==> src/rtl/fifo_transmitter.sv <==
// UART transmit-side FIFO: CPU pushes bytes, an FSM hands them one at a time
// to the transmitter with a tx_start pulse and waits for tx_done.
module fifo_transmitter #(
   parameter int DB = 8,
   parameter int AW = 2
) (
   input  logic          clk,
   input  logic          reset,
   input  logic [DB-1:0] w_data,
   input  logic          wr,
   output logic          tx_full,
   output logic          tx_empty,
   output logic          tx_busy,
   output logic [DB-1:0] d_in,
   output logic          tx_start,
   input  logic          tx_done
);
   localparam int DEPTH = 2**AW;
   localparam logic [AW:0] FULL_CNT = (AW+1)'(DEPTH);

   typedef enum logic [1:0] {IDLE, START, WAIT_DONE} state_t;

   state_t        state, state_next;
   logic [DB-1:0] mem [DEPTH];
   logic [AW-1:0] wr_ptr, rd_ptr;
   logic [AW:0]   count;
   logic          wr_ok, deq;

   // Flags come from the registered count, so they describe the pre-edge state.
   assign tx_full  = (count == FULL_CNT);
   assign tx_empty = (count == '0);
   assign wr_ok    = wr && !tx_full;

   always_ff @(posedge clk) begin
      if (wr_ok)
         mem[wr_ptr] <= w_data;
   end

   always_ff @(posedge clk) begin
      if (reset) begin
         wr_ptr <= '0;
         rd_ptr <= '0;
         count  <= '0;
         d_in   <= '0;
      end else begin
         if (wr_ok)
            wr_ptr <= wr_ptr + AW'(1);
         if (deq) begin
            rd_ptr <= rd_ptr + AW'(1);
            d_in   <= mem[rd_ptr];
         end
         case ({wr_ok, deq})
            2'b10:   count <= count + (AW+1)'(1);
            2'b01:   count <= count - (AW+1)'(1);
            default: count <= count;
         endcase
      end
   end

   always_ff @(posedge clk) begin
      if (reset)
         state <= IDLE;
      else
         state <= state_next;
   end

   always_comb begin
      state_next = state;
      case (state)
         IDLE:      if (!tx_empty) state_next = START;
         START:     state_next = WAIT_DONE;
         WAIT_DONE: if (tx_done) state_next = IDLE;
         default:   state_next = IDLE;
      endcase
   end

   // tx_start decodes the START state, which lasts exactly one cycle.
   always_comb begin
      deq      = (state == IDLE) && !tx_empty;
      tx_start = (state == START);
      tx_busy  = (state != IDLE);
   end

endmodule
==> config.mk <==
export PLATFORM = sky130hd
export DESIGN_NAME = fifo_transmitter
export DESIGN_NICKNAME = d
export VERILOG_FILES = /design/src/rtl/fifo_transmitter.sv
export SDC_FILE = /design/constraint.sdc
export NUM_CORES = 1
export LEC_CHECK = 0
export CORE_MARGIN = 2
export CORE_UTILIZATION = 61
export DETAILED_ROUTE_END_ITERATION = 8
export DONT_BUFFER_PORTS = 1
export PLACE_DENSITY = 0.77
export SLEW_MARGIN = 10
export SYNTH_ARGS = -nofsm -noshare
export SYNTH_HDL_FRONTEND = slang
export SYNTH_SLANG_ARGS = --single-unit
export TNS_END_PERCENT = 5
==> constraint.sdc <==
create_clock -name clk -period 3 [get_ports clk]
set_input_delay 0.45 -clock clk [delete_from_list [all_inputs] [get_ports clk]]
set_output_delay 0.45 -clock clk [all_outputs]
set_load 0.005 [all_outputs]
==> insert_results.sql, run 1 <==
INSERT INTO impl_metrics (metric_group, metric, value, unit) VALUES
('outcome', 'outcome', 'finished, final reports clean', ''),
('logic_synthesis', 'synth.yosys.seq_area_share', '62.8', '%'),
('global_routing', 'grt_util_all_layers', '18.8', '%'),
('power', 'pwr-share-comb', '33.6', '%'),
('clock_network', 'cts_max_level', '2', ''),
('clock_network', 'post_cts.repair.setup_buffers', '0', ''),
('global_routing', 'grt_pass1_wl', '5420', 'um'),
('sta', 'rsz0062_at_grt', 'false', ''),
('logic_synthesis', 'synth.avg_cell_area', '14.7', 'um2'),
('placed_design', 'io_buffers', '0', ''),
('hold_path', 'min_path_cells', '1', ''),
('clock_network', 'clock_tree.root_cell', 'sky130_fd_sc_hd__clkbuf_4', ''),
('worst_setup_path', 'timing.critical_path.to_type', 'register', ''),
('clock_network', 'total_cts_buffers', '5', ''),
('sta', 'least_setup_slack_across_all_paths_after_layout', '421', 'ps'),
('final_layout', 'mostFrequentLayoutCells', '32 x sky130_fd_sc_hd__edfxtp_1, 17 x sky130_fd_sc_hd__dfxtp_1, 10 x sky130_fd_sc_hd__nand3_1, 9 x sky130_fd_sc_hd__inv_1', ''),
('clock_network', 'cts_buffer_depth', '2', ''),
('final_layout', 'flow.area_growth_from_synthesis', '1.93', '%'),
('placed_design', 'dp_worst_slack', '460', 'ps'),
('placed_design', 'place_area', '2060', 'um2'),
('power', 'net_switching_fraction_of_the_power', '36.9', '%'),
('worst_setup_path', 'critical_path_arrival', '2870', 'ps'),
('floorplanning', 'rows', '21', ''),
('flow_run', 'max_cap_violations', '0', ''),
('sta', 'setup_total_neg_slack', '0', 'ps'),
('placed_design', 'place.detailed.instances', '179', ''),
('logic_synthesis', 'synth_area_leader_cell', 'sky130_fd_sc_hd__edfxtp_1', ''),
('global_routing', 'grt_pass1_vias', '1143', ''),
('hold_path', 'worst_hold_path_type', 'input pin to register', ''),
('logic_synthesis', 'syn-num-nets', '159', ''),
('sta', 'max_freq', '388', 'MHz'),
('route', 'avgViaCountPerCell', '5.83', ''),
('final_layout', 'instances_no_fill', '187', ''),
('power', 'total_power', '1.85', 'mW'),
('floorplanning', 'coreArea', '3310', 'um2'),
('floorplanning', 'die-area', '3880', 'um2'),
('worst_setup_path', 'crit_path_max_fanout', '13', ''),
('logic_synthesis', 'synth_cell_type_count', '31', ''),
('clock_network', 'tritoncts', 'yes', ''),
('final_layout', 'layout.cells.most_common', 'sky130_fd_sc_hd__edfxtp_1', ''),
('floorplanning', 'initial_utilization', '62.6', '%'),
('logic_synthesis', 'ys_ff_latch', '49', ''),
('logic_synthesis', 'syn_area', '2070', 'um2'),
('final_layout', 'final_layout_size_suffix_gt1_share', '24.1', '%'),
('global_routing', 'groute.layer.met3.usage', '9.06', '%'),
('global_routing', 'global_route.overflow_total', '0', ''),
('placed_design', 'place.gp.congestion', '0.714', ''),
('worst_setup_path', 'worst-endpoint-required', '3290', 'ps'),
('power', 'power.switching', '0.684', 'mW'),
('power', 'power.static_leakage', '0.705', 'nW'),
('power', 'power.clock.fraction', '14.9', '%'),
('final_layout', 'final_design_utilization', '63.8', '%'),
('floorplanning', 'die_boundary_width', '62.3', 'um'),
('sta', 'final_max_slew_viol_count', '0', ''),
('sta', 'final_period_minus_worst_setup_slack', '2580', 'ps'),
('sta', 'max_slew.worst_pin.slew', '675', 'ps'),
('sta', 'final_critical_path_share_of_the_clock_period', '86.0', '%'),
('logic_synthesis', 'synth_warnings', '0', ''),
('sta', 'fin_worst_skew', '7.58', 'ps'),
('clock_network', 'clkSlewWorstSetupHoldPaths', '130', 'ps'),
('global_routing', 'number_of_antenna_violations_at_the_first_check_in_global_routing', '0', ''),
('power', 'p_int', '1.17', 'mW'),
('global_routing', 'grt_max_degree', '19', ''),
('sta', 'final.hold.worst_slack', '134', 'ps'),
('sta', 'relative_max_transition_margin', '54.9', '%'),
('route', 'remaining_drc_errors', '0', ''),
('final_layout', 'nets', '158', ''),
('route', 'via_count', '1090', ''),
('worst_setup_path', 'worstSetupStartpointType', 'register', ''),
('global_routing', 'globalRouteMet2Util', '30.4', '%'),
('power', 'max-vdd-ir-drop', '0.454', 'mV');
==> layer usage <==
metal,share of wire (%),vias to the layer above,wire (um)
met3,7.9,2,253
met1,41,533,1310
li1,-,513,-
met5,0,-,0
met4,0.50,0,16
met2,51,42,1620
==> cells by family (layout without fill, tap and decap cells) <==
family / Yosys count / in the layout / share of synthesized area [%]
compound gates: 28 / 28 / 10.3
xor+xnor: 2 / 2 / 0.846
fa+ha+maj: 6 / 6 / 3.99
buf+inv: 19 / 19 / 5.86
flops: 49 / 49 / 62.8
mux: 8 / 8 / 8.70
simple gates: 29 / 29 / 7.49
==> cells in the mapped netlist <==
| cell type | number |
|---|---|
| sky130_fd_sc_hd__edfxtp_1 | 32 |
| sky130_fd_sc_hd__dfxtp_1 | 17 |
| sky130_fd_sc_hd__nand3_1 | 10 |
| sky130_fd_sc_hd__inv_1 | 9 |
| sky130_fd_sc_hd__a21oi_2 | 8 |
| sky130_fd_sc_hd__mux4_2 | 8 |
| sky130_fd_sc_hd__nor2_1 | 8 |
| sky130_fd_sc_hd__o21ai_2 | 8 |
| sky130_fd_sc_hd__a21oi_1 | 6 |
| sky130_fd_sc_hd__ha_1 | 5 |
| sky130_fd_sc_hd__and3_1 | 4 |
| sky130_fd_sc_hd__o21ai_1 | 3 |
| sky130_fd_sc_hd__or3_1 | 3 |
| sky130_fd_sc_hd__buf_6 | 2 |
| sky130_fd_sc_hd__xor2_1 | 2 |
| sky130_fd_sc_hd__a311oi_2 | 1 |
| sky130_fd_sc_hd__a31o_1 | 1 |
| sky130_fd_sc_hd__buf_1 | 1 |
| sky130_fd_sc_hd__buf_12 | 1 |
| sky130_fd_sc_hd__buf_2 | 1 |
| sky130_fd_sc_hd__buf_4 | 1 |
| sky130_fd_sc_hd__clkbuf_1 | 1 |
| sky130_fd_sc_hd__clkbuf_2 | 1 |
| sky130_fd_sc_hd__clkinv_8 | 1 |
| sky130_fd_sc_hd__fa_1 | 1 |
| sky130_fd_sc_hd__inv_2 | 1 |
| sky130_fd_sc_hd__nor2_4 | 1 |
| sky130_fd_sc_hd__nor2b_1 | 1 |
| sky130_fd_sc_hd__nor3_1 | 1 |
| sky130_fd_sc_hd__o21ai_0 | 1 |
| sky130_fd_sc_hd__or3b_1 | 1 |
==> worst max-delay path: stages (launching register included) <==
cell	delay, ps
sky130_fd_sc_hd__dfxtp_1	400
sky130_fd_sc_hd__or3_1	430
sky130_fd_sc_hd__clkinv_8	170
sky130_fd_sc_hd__nor2_1	200
sky130_fd_sc_hd__ha_1	210
sky130_fd_sc_hd__inv_1	60
sky130_fd_sc_hd__fa_1	370
sky130_fd_sc_hd__xor2_1	160
sky130_fd_sc_hd__or3_1	320
sky130_fd_sc_hd__a21oi_1	180
==> power by group through the flow <==
stage	Combinational [mW]	Clock (mW)	Sequential, mW
2_1_floorplan	0.636	0	0.924
3_3_place_gp	0.590	0	0.965
3_5_place_dp	0.622	0	0.977
4_1_cts	0.623	0.288	0.960
5_1_grt	0.685	0.314	0.977
6_report	0.622	0.276	0.955
==> registers in the layout (all words and copies together) (netlist names) <==
signal and cells:
count 3, d_in 8, state 2, rd_ptr 2, wr_ptr 2, mem 32
==> cell type report <==
cell class	instances	area, um2
Inverter	11	53.8
Tap cell	46	57.6
Sequential cell	49	1300
Fill cell	263	1200
Clock inverter	3	12.5
Multi-Input combinational cell	73	649
Clock buffer	5	37.5
==> final timing paths <==
path	slack, ps	from	to
max	420	count[1]	count[2]
min	130	reset	d_in[1]
max reg2reg	420	count[1]	count[2]
min reg2reg	490	d_in[4]	d_in[4]
(Power assumes the default switching activity.)
==> run 2, diff against run 1 <==
--- a/config.mk
+++ b/config.mk
@@ -9,6 +9,7 @@
 export CORE_UTILIZATION = 61
 export DETAILED_ROUTE_END_ITERATION = 8
 export DONT_BUFFER_PORTS = 1
+export MAX_ROUTING_LAYER = met4
 export PLACE_DENSITY = 0.77
 export SLEW_MARGIN = 10
 export SYNTH_ARGS = -nofsm -noshare
==> run 2 against run 1 <==
Via count fell by 0.83%. Clock skew barely moved. Count of clock-buffer cells in the layout did not move. Maximum frequency barely moved. Setup slack barely moved. Final cell count did not move. First-iteration DRC count rose by 8.7%. Register-to-register slack barely moved. Utilization did not move. Die area did not move. Design area did not move. Sequential cell count did not move. Critical path type unchanged.
==> insert_results.sql, run 2 (synthesis gave the netlist of run 1 again) <==
INSERT INTO impl_metrics (metric_group, metric, value, unit) VALUES
('outcome', 'outcome', 'finished, final reports clean', ''),
('final_layout', 'largest_register', 'mem', ''),
('clock_network', 'post_cts.repair.setup_buffers', '0', ''),
('floorplanning', 'rows', '21', ''),
('sta', 'max_slew.worst_pin.slew', '677', 'ps'),
('route', 'remaining_drc_errors', '0', ''),
('worst_setup_path', 'critical_path_arrival', '2870', 'ps'),
('floorplanning', 'die_height', '62.3', 'um'),
('clock_network', 'post_cts_hold_buffer_count', '0', ''),
('power', 'power.static_leakage', '0.705', 'nW'),
('sta', 'final_critical_path_share_of_the_clock_period', '86.0', '%'),
('global_routing', 'globalRouteMet2Util', '30.4', '%'),
('route', 'drt_pass1_iterations', '4', ''),
('global_routing', 'grt_util_all_layers', '19.4', '%'),
('final_layout', 'antenna_cells', '0', ''),
('clock_network', 'clock_tree.root_cell', 'sky130_fd_sc_hd__clkbuf_4', ''),
('clock_network', 'cts_max_level', '2', ''),
('final_layout', 'layout.cells.most_common', 'sky130_fd_sc_hd__edfxtp_1', ''),
('final_layout', 'nFillCells', '263', ''),
('placed_design', 'place.detailed.instances', '179', ''),
('floorplanning', 'die_boundary_width', '62.3', 'um'),
('route', 'route.detailed.wl_per_inst', '17.1', 'um'),
('sta', 'relative_max_transition_margin', '54.8', '%'),
('clock_network', 'total_cts_buffers', '5', ''),
('sta', 'setup_total_neg_slack', '0', 'ps'),
('floorplanning', 'coreArea', '3310', 'um2'),
('route', 'drt_wl_total', '3190', 'um'),
('global_routing', 'grt_busiest_layer', 'met2', ''),
('final_layout', 'flow.area_growth_from_synthesis', '1.93', '%'),
('route', 'drt_first_iter_violations', '75', ''),
('sta', 'final.hold.worst_slack', '139', 'ps'),
('flow_run', 'max_cap_violations', '0', ''),
('clock_network', 'tritoncts', 'yes', ''),
('global_routing', 'global_route.overflow_total', '0', ''),
('final_layout', 'largest_registers', 'mem x32, d_in x8, count x3', ''),
('final_layout', 'final_design_utilization', '63.8', '%'),
('final_layout', 'mostFrequentLayoutCells', '32 x sky130_fd_sc_hd__edfxtp_1, 17 x sky130_fd_sc_hd__dfxtp_1, 10 x sky130_fd_sc_hd__nand3_1, 9 x sky130_fd_sc_hd__inv_1', ''),
('worst_setup_path', 'crit_type', 'register to register', ''),
('hold_path', 'worst_hold_path_type', 'input pin to register', ''),
('placed_design', 'io_buffers', '0', ''),
('floorplanning', 'initial_utilization', '62.6', '%'),
('sta', 'final-hold-violation-count', '0', ''),
('power', 'power-per-cell-area', '877', 'nW/um2'),
('placed_design', 'dp.final_hpwl', '2290', 'um'),
('floorplanning', 'io-pin-count', '24', ''),
('route', 'ant_nets', '0', ''),
('sta', 'rsz0062_at_grt', 'false', ''),
('final_layout', 'nets', '158', ''),
('final_layout', 'largest_register_ff_count', '32', ''),
('power', 'max-vdd-ir-drop', '0.454', 'mV'),
('global_routing', 'grt_pass1_wl', '5400', 'um'),
('worst_setup_path', 'worstSetupStartpointType', 'register', ''),
('route', 'avgViaCountPerCell', '5.78', ''),
('global_routing', 'number_of_antenna_violations_at_the_first_check_in_global_routing', '0', ''),
('final_layout', 'instances_no_fill', '187', ''),
('global_routing', 'use_met1', '21.8', '%'),
('sta', 'max_freq', '388', 'MHz'),
('global_routing', 'grt_max_degree', '19', ''),
('sta', 'final_max_slew_viol_count', '0', ''),
('global_routing', 'groute.layer.met3.usage', '8.88', '%'),
('final_layout', 'final_layout_size_suffix_gt1_share', '24.1', '%'),
('clock_network', 'cts_buffer_depth', '2', ''),
('floorplanning', 'die-area', '3880', 'um2'),
('sta', 'setup_viol', '0', ''),
('clock_network', 'clkSlewWorstSetupHoldPaths', '130', 'ps'),
('global_routing', 'grt_pass1_vias', '1144', ''),
('route', 'via_count', '1081', ''),
('placed_design', 'place.gp.congestion', '0.722', ''),
('sta', 'final_period_minus_worst_setup_slack', '2580', 'ps'),
('worst_setup_path', 'crit_path_max_fanout', '13', ''),
('clock_network', 'cts.repair.resized', '0', ''),
('clock_network', 'clk_latency', '350', 'ps'),
('worst_setup_path', 'timing.critical_path.to_type', 'register', ''),
('worst_setup_path', 'worst-endpoint-required', '3290', 'ps'),
('sta', 'fin_worst_skew', '7.68', 'ps'),
('clock_network', 'tritoncts_num_sinks', '49', '');
run 2: cell counts in the layout (fill, tap and decap cells not counted):
Identical to the previous run, type by type.
run 2: area by class of cell:
class / instances / area (um2) / area share [%]
inverter: 11 / 53.8 / 2.55
multi-input combinational: 73 / 649 / 30.7
sequential: 49 / 1300 / 61.6
clock buffer: 5 / 37.5 / 1.78
tap: 46 / 57.6 / 2.73
clock inverter: 3 / 12.5 / 0.592
run 2: layer usage:
| metal | vias up | routed length (um) |
|---|---|---|
| met3 | 2 | 237 |
| met2 | 37 | 1620 |
| li1 | 513 | - |
| met5 | - | 0 |
| met1 | 529 | 1320 |
| met4 | 0 | 18 |
run 2: metrics by stage:
stage | setup slack [ps] | cell area (um2) | total power [mW]
finish | 421 | 2110 | 1.85
global route | 252 | 2110 | 1.98
CTS | 436 | 2110 | 1.87
detailed placement | 460 | 2060 | 1.60
global placement | 617 | 2060 | 1.55
floorplan | 800 | 2070 | 1.56
run 2: power by group:
group / switching, mW / internal (mW) / total [mW] / leakage, nW
clock network: 0.189 / 0.0851 / 0.274 / 0.0300
logic: 0.382 / 0.240 / 0.622 / 0.242
registers: 0.111 / 0.844 / 0.955 / 0.433
total: 0.683 / 1.17 / 1.85 / 0.705
run 2: final timing paths:
kind,slack [ps],cells past startpoint,from,to
min reg2reg,490,2,d_in[4],d_in[4]
min,140,1,reset,d_in[1]
max,420,9,count[1],count[2]
max reg2reg,420,9,count[1],count[2]
run 2: worst max-delay path, cell delays in order, from the launching register on:
cell and delay, ps:
sky130_fd_sc_hd__dfxtp_1 400, sky130_fd_sc_hd__or3_1 430, sky130_fd_sc_hd__clkinv_8 170, sky130_fd_sc_hd__nor2_1 200
sky130_fd_sc_hd__ha_1 210, sky130_fd_sc_hd__inv_1 60, sky130_fd_sc_hd__fa_1 370, sky130_fd_sc_hd__xor2_1 160
sky130_fd_sc_hd__or3_1 320, sky130_fd_sc_hd__a21oi_1 180
==> run 3, diff against run 2 <==
--- a/config.mk
+++ b/config.mk
@@ -11,6 +11,7 @@
 export DONT_BUFFER_PORTS = 1
 export MAX_ROUTING_LAYER = met4
 export PLACE_DENSITY = 0.77
+export REMOVE_ABC_BUFFERS = 1
 export SLEW_MARGIN = 10
 export SYNTH_ARGS = -nofsm -noshare
 export SYNTH_HDL_FRONTEND = slang
==> run 3 against run 2 <==
Sequential cell count is the same. Register-to-register slack gained 70 ps. Non-clock buffer count is the same. Largest cell class unchanged. Worst hold slack lost 8.8 ps. Setup slack gained 72 ps. Combinational power shrank 1%. Total power grew 1.3%. Sequential power is essentially flat. Clock power grew 11%. Critical endpoint unchanged.
==> insert_results.sql, run 3 (synthesis gave the netlist of run 1 again) <==
INSERT INTO impl_metrics (metric_group, metric, value, unit) VALUES
('worst_setup_path', 'worst-endpoint-required', '3310', 'ps'),
('flow_run', 'max_cap_violations', '0', ''),
('final_layout', 'nets', '158', ''),
('floorplanning', 'die-area', '3880', 'um2'),
('final_layout', 'nFillCells', '245', ''),
('sta', 'final_max_slew_viol_count', '0', ''),
('global_routing', 'grt_pass1_vias', '1090', ''),
('final_layout', 'largest_register', 'mem', ''),
('sta', 'rsz0062_at_grt', 'false', ''),
('floorplanning', 'die_height', '62.3', 'um'),
('floorplanning', 'io-pin-count', '24', ''),
('sta', 'least_setup_slack_across_all_paths_after_layout', '493', 'ps'),
('worst_setup_path', 'timing.critical_path.to_type', 'register', ''),
('final_layout', 'flow.area_growth_from_synthesis', '2.42', '%'),
('worst_setup_path', 'crit_buf_inv', '2', ''),
('worst_setup_path', 'crit_type', 'register to register', ''),
('sta', 'setup_total_neg_slack', '0', 'ps'),
('clock_network', 'clock_tree.root_cell', 'sky130_fd_sc_hd__clkbuf_4', ''),
('final_layout', 'largest_register_ff_count', '32', ''),
('sta', 'final_critical_path_share_of_the_clock_period', '83.6', '%'),
('power', 'power-per-cell-area', '884', 'nW/um2'),
('power', 'power.clock.fraction', '16.2', '%'),
('worst_setup_path', 'worstSetupStartpointType', 'register', ''),
('sta', 'fin_worst_skew', '6.66', 'ps'),
('worst_setup_path', 'critical_path_cell_sequence', 'or3_1, clkinv_8, nor2_1, ha_1, inv_1, fa_1, xor2_1, or3_1, a21oi_1', ''),
('worst_setup_path', 'critical_path_arrival', '2810', 'ps'),
('final_layout', 'layout.area.seq', '1300', 'um2'),
('placed_design', 'place.gp.congestion', '0.783', ''),
('clock_network', 'cts_buffer_depth', '2', ''),
('worst_setup_path', 'cpMostUsedCell', 'sky130_fd_sc_hd__or3_1', ''),
('worst_setup_path', 'timing.critical_path.depth', '9', ''),
('power', 'power.static_leakage', '0.710', 'nW'),
('global_routing', 'number_of_antenna_violations_at_the_first_check_in_global_routing', '0', ''),
('clock_network', 'cts.repair.resized', '0', ''),
('global_routing', 'grt_busiest_layer', 'met2', ''),
('worst_setup_path', 'worstRegToRegCells', '9', ''),
('final_layout', 'multiInputGateArea', '649', 'um2'),
('route', 'remaining_drc_errors', '0', ''),
('hold_path', 'min_path_cells', '1', ''),
('route', 'drt_first_iter_violations', '115', ''),
('power', 'max-vdd-ir-drop', '0.351', 'mV'),
('power', 'p_int', '1.19', 'mW'),
('clock_network', 'post_cts.repair.setup_buffers', '0', ''),
('floorplanning', 'initial_utilization', '62.6', '%'),
('floorplanning', 'coreArea', '3310', 'um2'),
('route', 'ant_nets', '0', ''),
('placed_design', 'dp.final_hpwl', '2190', 'um'),
('route', 'drt_pass1_iterations', '4', ''),
('final_layout', 'layout.cells.most_common', 'sky130_fd_sc_hd__edfxtp_1', ''),
('global_routing', 'grt_pass1_wl', '5130', 'um'),
('route', 'avgViaCountPerCell', '5.86', ''),
('hold_path', 'worst_hold_path_type', 'input pin to register', ''),
('final_layout', 'antenna_cells', '0', ''),
('clock_network', 'clk_latency', '360', 'ps'),
('global_routing', 'grt_util_all_layers', '18.6', '%'),
('outcome', 'outcome', 'finished, final reports clean', ''),
('final_layout', 'largest_registers', 'mem x32, d_in x8, count x3', ''),
('final_layout', 'final_layout_size_suffix_gt1_share', '24.8', '%'),
('sta', 'relative_max_transition_margin', '51.7', '%'),
('global_routing', 'global_route.overflow_total', '0', ''),
('clock_network', 'post_cts_hold_buffer_count', '0', ''),
('global_routing', 'groute.layer.met3.usage', '7.97', '%'),
('sta', 'final-hold-violation-count', '0', ''),
('clock_network', 'cts_max_level', '2', ''),
('power', 'total_power', '1.88', 'mW'),
('global_routing', 'use_met1', '20.3', '%'),
('sta', 'setup_viol', '0', ''),
('worst_setup_path', 'timing.critical_path.max_delay_family', 'simple AND/OR/NAND/NOR gates', ''),
('clock_network', 'total_cts_buffers', '5', ''),
('route', 'via_count', '1096', ''),
('power', 'power.sequential.fraction', '51.0', '%'),
('worst_setup_path', 'crit_path_max_incr_delay', '440', 'ps'),
('sta', 'final_period_minus_worst_setup_slack', '2510', 'ps'),
('power', 'pwr-share-comb', '32.8', '%'),
('sta', 'max_freq', '399', 'MHz'),
('worst_setup_path', 'critical_path.slowest_cell', 'sky130_fd_sc_hd__or3_1', ''),
('final_layout', 'mostFrequentLayoutCells', '32 x sky130_fd_sc_hd__edfxtp_1, 17 x sky130_fd_sc_hd__dfxtp_1, 10 x sky130_fd_sc_hd__nand3_1, 9 x sky130_fd_sc_hd__inv_1', ''),
('floorplanning', 'die_boundary_width', '62.3', 'um'),
('route', 'drt_wl_total', '3170', 'um'),
('clock_network', 'tritoncts', 'yes', ''),
('clock_network', 'clkSlewWorstSetupHoldPaths', '130', 'ps'),
('power', 'power.switching', '0.682', 'mW'),
('route', 'route.detailed.wl_per_inst', '16.9', 'um'),
('global_routing', 'grt_max_degree', '19', ''),
('placed_design', 'io_buffers', '0', ''),
('global_routing', 'globalRouteMet2Util', '29.9', '%'),
('floorplanning', 'rows', '21', ''),
('worst_setup_path', 'crit_path_max_fanout', '13', ''),
('sta', 'max_slew.worst_pin.slew', '723', 'ps'),
('power', 'net_switching_fraction_of_the_power', '36.3', '%'),
('placed_design', 'dp_worst_slack', '537', 'ps'),
('clock_network', 'tritoncts_num_sinks', '49', '');
run 3: metal layers:
metal	up-vias	wire [um]
met5	-	0
met1	539	1250
met4	0	68
met3	6	261
met2	35	1590
li1	516	-
run 3: worst paths after layout:
| kind | slack, ps | from | to |
|---|---|---|---|
| min | 130 | reset | d_in[1] |
| max reg2reg | 490 | count[0] | count[2] |
| max | 490 | count[0] | count[2] |
| min reg2reg | 490 | d_in[7] | d_in[7] |
run 3: final cells by class:
| type | instances | area share [%] |
|---|---|---|
| inverter | 11 | 2.54 |
| sequential | 49 | 61.3 |
| tap | 46 | 2.71 |
| multi-input combinational | 73 | 30.6 |
| clock inverter | 2 | 0.413 |
| clock buffer | 6 | 2.42 |
run 3: worst reg2reg max path, cell delays in order, from the launching register on:
cell and delay [ps]:
sky130_fd_sc_hd__dfxtp_1 410, sky130_fd_sc_hd__or3_1 440, sky130_fd_sc_hd__clkinv_8 180, sky130_fd_sc_hd__nor2_1 190, sky130_fd_sc_hd__ha_1 210, sky130_fd_sc_hd__inv_1 60, sky130_fd_sc_hd__fa_1 370, sky130_fd_sc_hd__xor2_1 160
sky130_fd_sc_hd__or3_1 300, sky130_fd_sc_hd__a21oi_1 130
run 3: metrics by stage:
step	area, um2	hold WS [ps]	std cells	utilization (%)
after floorplan	2000	455	133	-
after global placement	2060	466	179	62.3
after detailed placement	2060	472	179	62.3
after CTS	2120	114	187	64.1
after global routing	2120	98.2	187	64.1
final	2120	130	187	64.1
run 3: power groups by stage:
stage	logic (mW)	clock network (mW)	registers [mW]
global placement	0.590	0	0.966
global route	0.679	0.341	0.976
CTS	0.619	0.315	0.960
floorplan	0.514	0	0.945
detailed placement	0.616	0	0.976
finish	0.615	0.304	0.956
